===== src/rtl/compositor_pkg.sv =====
// Shared definitions for the layer compositor.
//  - Palette index layout: entries 0..NUM_LAYERS-1 are layers, then
//    background (NUM_LAYERS+BG_OFS) and hit tint (NUM_LAYERS+HIT_OFS).
//  - Reset palette colours, given at 4 bits per channel; the top scales
//    them to the configured channel width.
//  - rgb_w(): width of a packed {R,G,B} entry for a given channel width.
package compositor_pkg;

  localparam int BG_OFS  = 0;
  localparam int HIT_OFS = 1;

  // 4-bit-per-channel reset colours, {R,G,B}
  localparam logic [11:0] RST_L0  = 12'h0FF;
  localparam logic [11:0] RST_L1  = 12'hF00;
  localparam logic [11:0] RST_L2  = 12'hFFF;
  localparam logic [11:0] RST_L3  = 12'hFFF;
  localparam logic [11:0] RST_L4  = 12'h00F;
  localparam logic [11:0] RST_BG  = 12'h000;
  localparam logic [11:0] RST_HIT = 12'h444;

  function automatic int rgb_w(input int cw);
    return 3 * cw;
  endfunction

endpackage


===== src/rtl/layer_priority_encoder.sv =====
// Priority encoder over the layer coverage bits; bit 0 wins.
//  layers : per-layer coverage
//  found  : any bit set
//  index  : index of the lowest set bit (0 when none)
module layer_priority_encoder #(
  parameter int NUM_LAYERS = 6,
  parameter int IDX_W      = $clog2(NUM_LAYERS)
) (
  input  logic [NUM_LAYERS-1:0] layers,
  output logic                  found,
  output logic [IDX_W-1:0]      index
);

  always_comb begin
    found = |layers;
    index = '0;
    // scan high to low so the lowest set bit is the last assignment
    for (int i = NUM_LAYERS - 1; i >= 0; i--)
      if (layers[i]) index = IDX_W'(i);
  end

endmodule


===== src/rtl/layer_compositor.sv =====
// Layer compositor: two-stage pixel pipeline that picks the colour of the
// highest-priority covering layer from a frame-synchronous palette.
//  clk, reset (sync, active low)
//  pixel_tick        : pipeline enable
//  frame_start       : first pixel of a frame; palette commit / flash step
//  blank             : outside visible area -> black
//  layer_signal      : per-layer coverage, bit 0 highest priority
//  is_trigger_player : enables the hit tint when no layer covers
//  pal_wr_*          : valid/ready palette write into a one-entry buffer
//  RED/GREEN/BLUE    : registered output colour
// Optional: define LAYER_COMPOSITOR_FLASH_EN for a flashing hit tint with
// FLASH_FRAMES frames per half-period; otherwise the tint is steady.
module layer_compositor
  import compositor_pkg::*;
#(
  parameter int NUM_LAYERS   = 6,
  parameter int COLOR_W      = 4,
  parameter int FLASH_FRAMES = 8
) (
  input  logic                              clk,
  input  logic                              reset,
  input  logic                              pixel_tick,
  input  logic                              frame_start,
  input  logic                              blank,
  input  logic [NUM_LAYERS-1:0]             layer_signal,
  input  logic                              is_trigger_player,
  input  logic                              pal_wr_valid,
  output logic                              pal_wr_ready,
  input  logic [$clog2(NUM_LAYERS+2)-1:0]   pal_wr_idx,
  input  logic [3*COLOR_W-1:0]              pal_wr_rgb,
  output logic [COLOR_W-1:0]                RED,
  output logic [COLOR_W-1:0]                GREEN,
  output logic [COLOR_W-1:0]                BLUE
);

  localparam int RGB_W   = rgb_w(COLOR_W);
  localparam int PW      = $clog2(NUM_LAYERS + 2);
  localparam int LW      = $clog2(NUM_LAYERS);
  localparam int BG_IDX  = NUM_LAYERS + BG_OFS;
  localparam int HIT_IDX = NUM_LAYERS + HIT_OFS;
  localparam logic [PW-1:0] BG_SEL  = PW'(BG_IDX);
  localparam logic [PW-1:0] HIT_SEL = PW'(HIT_IDX);

  // 4-bit channel value scaled so that 15 maps to full scale
  function automatic logic [COLOR_W-1:0] scale4(input logic [3:0] v);
    int t;
    t = int'(v) * ((1 << COLOR_W) - 1) / 15;
    return COLOR_W'(t);
  endfunction

  function automatic logic [RGB_W-1:0] rst_entry(input int i);
    logic [11:0] c;
    if (i == HIT_IDX)     c = RST_HIT;
    else if (i == BG_IDX) c = RST_BG;
    else begin
      case (i)
        0:       c = RST_L0;
        1:       c = RST_L1;
        2:       c = RST_L2;
        3:       c = RST_L3;
        4:       c = RST_L4;
        default: c = '0;
      endcase
    end
    return {scale4(c[11:8]), scale4(c[7:4]), scale4(c[3:0])};
  endfunction

  // ---------------- palette + pending write buffer ----------------
  logic [RGB_W-1:0] pal [NUM_LAYERS+2];
  logic             pend_full;
  logic [PW-1:0]    pend_idx;
  logic [RGB_W-1:0] pend_rgb;

  assign pal_wr_ready = ~pend_full;

  // Commit only when a write was already buffered before this frame_start,
  // so a write accepted alongside frame_start waits a full frame.
  always_ff @(posedge clk) begin
    if (!reset) begin
      pend_full <= 1'b0;
      pend_idx  <= '0;
      pend_rgb  <= '0;
      for (int i = 0; i < NUM_LAYERS + 2; i++) pal[i] <= rst_entry(i);
    end else if (frame_start && pend_full) begin
      pend_full <= 1'b0;
      if (int'(pend_idx) <= HIT_IDX) pal[pend_idx] <= pend_rgb;
    end else if (pal_wr_valid && !pend_full) begin
      pend_full <= 1'b1;
      pend_idx  <= pal_wr_idx;
      pend_rgb  <= pal_wr_rgb;
    end
  end

  // ---------------- hit flash ----------------
  logic flash_phase;
`ifdef LAYER_COMPOSITOR_FLASH_EN
  localparam int FC_W = $clog2(FLASH_FRAMES + 1);
  logic [FC_W-1:0] flash_cnt;
  logic            flash_q;

  always_ff @(posedge clk) begin
    if (!reset) begin
      flash_cnt <= '0;
      flash_q   <= 1'b1;
    end else if (frame_start) begin
      if (flash_cnt == FC_W'(FLASH_FRAMES - 1)) begin
        flash_cnt <= '0;
        flash_q   <= ~flash_q;
      end else begin
        flash_cnt <= flash_cnt + FC_W'(1);
      end
    end
  end

  assign flash_phase = flash_q;
`else
  // steady tint; FLASH_FRAMES plays no part without the counter
  assign flash_phase = (FLASH_FRAMES > 0) | 1'b1;
`endif

  // ---------------- pixel pipeline ----------------
  logic                  s1_blank, s1_trig;
  logic [NUM_LAYERS-1:0] s1_layers;
  logic                  enc_found;
  logic [LW-1:0]         enc_idx;
  logic [RGB_W-1:0]      pix_c;

  layer_priority_encoder #(.NUM_LAYERS(NUM_LAYERS)) u_enc (
    .layers (s1_layers),
    .found  (enc_found),
    .index  (enc_idx)
  );

  always_comb begin
    pix_c = '0;
    if (!s1_blank) begin
      if (enc_found)                  pix_c = pal[PW'(enc_idx)];
      else if (s1_trig & flash_phase) pix_c = pal[HIT_SEL];
      else                            pix_c = pal[BG_SEL];
    end
  end

  always_ff @(posedge clk) begin
    if (!reset) begin
      s1_blank  <= 1'b0;
      s1_trig   <= 1'b0;
      s1_layers <= '0;
      RED       <= '0;
      GREEN     <= '0;
      BLUE      <= '0;
    end else if (pixel_tick) begin
      s1_blank  <= blank;
      s1_trig   <= is_trigger_player;
      s1_layers <= layer_signal;
      {RED, GREEN, BLUE} <= pix_c;
    end
  end

endmodule


===== config.mk =====
export PLATFORM = sky130hd
export DESIGN_NAME = layer_compositor
export DESIGN_NICKNAME = d
export VERILOG_FILES = /design/src/rtl/compositor_pkg.sv /design/src/rtl/layer_priority_encoder.sv /design/src/rtl/layer_compositor.sv
export SDC_FILE = /design/constraint.sdc
export NUM_CORES = 1
export LEC_CHECK = 0
export CAP_MARGIN = 40
export CORE_MARGIN = 8
export CORE_UTILIZATION = 59
export DETAILED_ROUTE_END_ITERATION = 8
export GPL_TIMING_DRIVEN = 0
export MAX_ROUTING_LAYER = met4
export PLACE_DENSITY_LB_ADDON = 0.3
export SYNTH_ARGS = -nofsm -noshare
export SYNTH_HDL_FRONTEND = slang
export SYNTH_SLANG_ARGS = --single-unit

===== constraint.sdc =====
create_clock -name clk -period 2.85 [get_ports clk]
set_input_delay 0.285 -clock clk [delete_from_list [all_inputs] [get_ports clk]]
set_output_delay 0.285 -clock clk [all_outputs]
set_load 0.005 [all_outputs]

==> run summary <==
Flop pwr share = 0.476
routed vias = 4268
net load switching power = 0.00108 W
die area = 13400 um2
required time of the critical path = 3.01 ns
Lkg Pwr = 2.33 nW
Synth top area share = 0.491
CP Max Fanout = 12
DRC viols = 0
Detailed Routing Iterations Pass 1 = 5
Mapped Nets = 528
Initial DRC Count = 417
Die W = 116 um
post-CTS setup repair buffer count = 0
Int Power = 0.00353 W
gpl congestion = 0.928
Slew Limit Headroom = 0.509
Resized cells post-CTS = 0
DR WL/cell = 20.6 um
fillers = 677
vias in the first global route = 4137
CTS buffer count = 17
Chip Height = 116 um
nets@finish = 592
CTS Hold Bufs = 0
RSZ-0062 raised after global routing = no
sequential share of the synthesized area = 0.614
outcome = complete, no violations
PwrDens = 657 nW/um2
combinational power share = 0.088
top cells by area, synth = edfxtp_1, dfxtp_1, and2_1
fin. max-slew vios = 0
Clk pwr share = 0.437
Setup CP Type = flip-flop to flip-flop
post-route ant nets = 0
post-DP HPWL = 10200 um
CTS tree = built
pin count of the biggest net entering global routing = 17
maximum vdd ir drop = 0.412 mV
Yosys cell types = 43
Final Hold Vio Count = 0
Initial Util = 0.603
max cap viols = 0
CTS clk-pin slew, worst paths = 0.06 ns
syn_area_per_cell = 11.7 um2
H-Tree Depth = 4
Synth Cell Area = 5870 um2
CTS max path bufs = 2
# diodes = 0
root buf cell = clkbuf_8
fin crit share = 0.897
Global Route Usage Sum = 0.237
layout cells sized above 1 = 0.0988
crit end category = flip-flop
area leader, netlist = edfxtp_1
Top Ports = 41
Power Total = 0.00462 W
class of the worst hold path = input port to flip-flop
sw frac = 0.235
antenna violations before repair = 0
yosys warns = 0
port buffer count = 39
Clock Skews = 0.00687 ns
storage element area = 3600 um2
P&R area growth vs syn = 19.8%
worst path arrival time = 2.72 ns
num rows = 36
core box area = 9730 um2
startpoint types = flip-flop
total wire length = 14700 um
worst setup margin = 0.293 ns
clock latency on the worst-skew pair = 0.52 ns
CTS Sinks = 132
FF+latch count, synth = 132
first-pass GRT wire length = 22600 um
GRT overflow = 0
Multi-input gate area = 2100 um2
hold_ws = 0.311 ns
final setup fails = 0
commonest cells after routing, fill and taps aside = edfxtp_1, and2_1, nand2_1, clkdlybuf4s50_1, dfxtp_1
FMAX = 391 MHz
dpl ws = -0.134 ns
fin crit period = 2.56 ns
number of standard cells after synthesis = 500
Worst Tran Pin Value = 0.731 ns
reg2reg setup slack = 0.29 ns
most common cell after layout, fill and taps aside = edfxtp_1
routed vias/inst = 6.01
-- path summary, 6_finish.rpt --
kind,to,start,cells after the start
max,pal[0][3],pend_full,4
min,pend_rgb[3],pal_wr_rgb[3],3
max reg2reg,pal[0][3],pend_full,4
min reg2reg,RED[1],RED[1],2
-- final cells by class --
cell class                      instances  share of cell area
Multi-Input combinational cell        331               0.299
Buffer                                 30              0.0199
Tap cell                              133              0.0237
Sequential cell                       132               0.513
Clock inverter                         15              0.0199
Timing Repair Buffer                   45              0.0625
Inverter                                7             0.00374
Clock buffer                           17              0.0589
-- power by group through the flow --
stage | clock (W) | combinational, W | sequential (W)
6_report | 0.00201 | 0.000406 | 0.00220
3_3_place_gp | 0 | 0.000381 | 0.00223
4_1_cts | 0.00202 | 0.000403 | 0.00219
2_1_floorplan | 0 | 0.000233 | 0.00220
3_5_place_dp | 0 | 0.000398 | 0.00223
5_1_grt | 0.00211 | 0.000436 | 0.00220
-- cells by family after synthesis --
family,Yosys count,synth area share
compound gates,82,0.0970
mux,24,0.0409
buf+inv,37,0.0284
simple gates,225,0.220
flops,132,0.614
-- metrics by stage --
step	cells	instance area (um2)	TNS, ns	utilization
4_1_cts	710	7030	0	0.722
3_5_place_dp	678	6470	-2.37	0.665
2_1_floorplan	500	5870	0	-
6_report	710	7030	0	0.722
3_3_place_gp	672	6420	-14.95	0.660
5_1_grt	710	7030	0	0.722
-- cell usage after synthesis, drive strengths merged --
| cell | count |
|---|---|
| a2111oi | 1 |
| nor2b | 24 |
| o221ai | 5 |
| nor2 | 20 |
| or2 | 1 |
| and2b | 1 |
| a221oi | 4 |
| o41ai | 4 |
| nand3 | 6 |
| nand4 | 1 |
| nand4b | 1 |
| and2 | 54 |
| a21oi | 24 |
| o21ai | 14 |
| buf | 13 |
| nor4b | 2 |
| a211oi | 11 |
| or3 | 31 |
| o211ai | 2 |
| nand2 | 39 |
| nand3b | 1 |
| a31oi | 8 |
| inv | 7 |
| nand2b | 21 |
| o211a | 2 |
| a31o | 2 |
| nor4 | 1 |
| mux2i | 24 |
| edfxtp | 96 |
| o2bb2ai | 3 |
| clkbuf | 17 |
| nor3b | 13 |
| a22oi | 1 |
| dfxtp | 36 |
| o2111a | 1 |
| nor3 | 9 |
-- critical path, cell delays in order (launching register included) --
cell      delay [ns]
dfxtp_1         0.41
nand4b_1        0.22
nor3_1          0.57
clkbuf_1        0.42
nand2b_1        0.56
-- routing by layer --
| metal | up-vias | GRT usage | wire length [um] |
|---|---|---|---|
| li1 | 1961 | - | - |
| met1 | 2035 | 0.299 | 5890 |
| met2 | 238 | 0.362 | 6890 |
| met3 | 34 | 0.0552 | 1430 |
| met4 | 0 | 0.101 | 450 |
| met5 | - | - | 0 |
-- registers in the layout, summed over array words and instances (netlist names) --
| register | cells |
|---|---|
| pend_idx | 3 |
| s1_layers | 6 |
| BLUE | 4 |
| s1_trig | 1 |
| pend_rgb | 12 |
| s1_blank | 1 |
| pend_full | 1 |
| RED | 4 |
| pal | 96 |
| GREEN | 4 |
(Power assumes the default switching activity.)
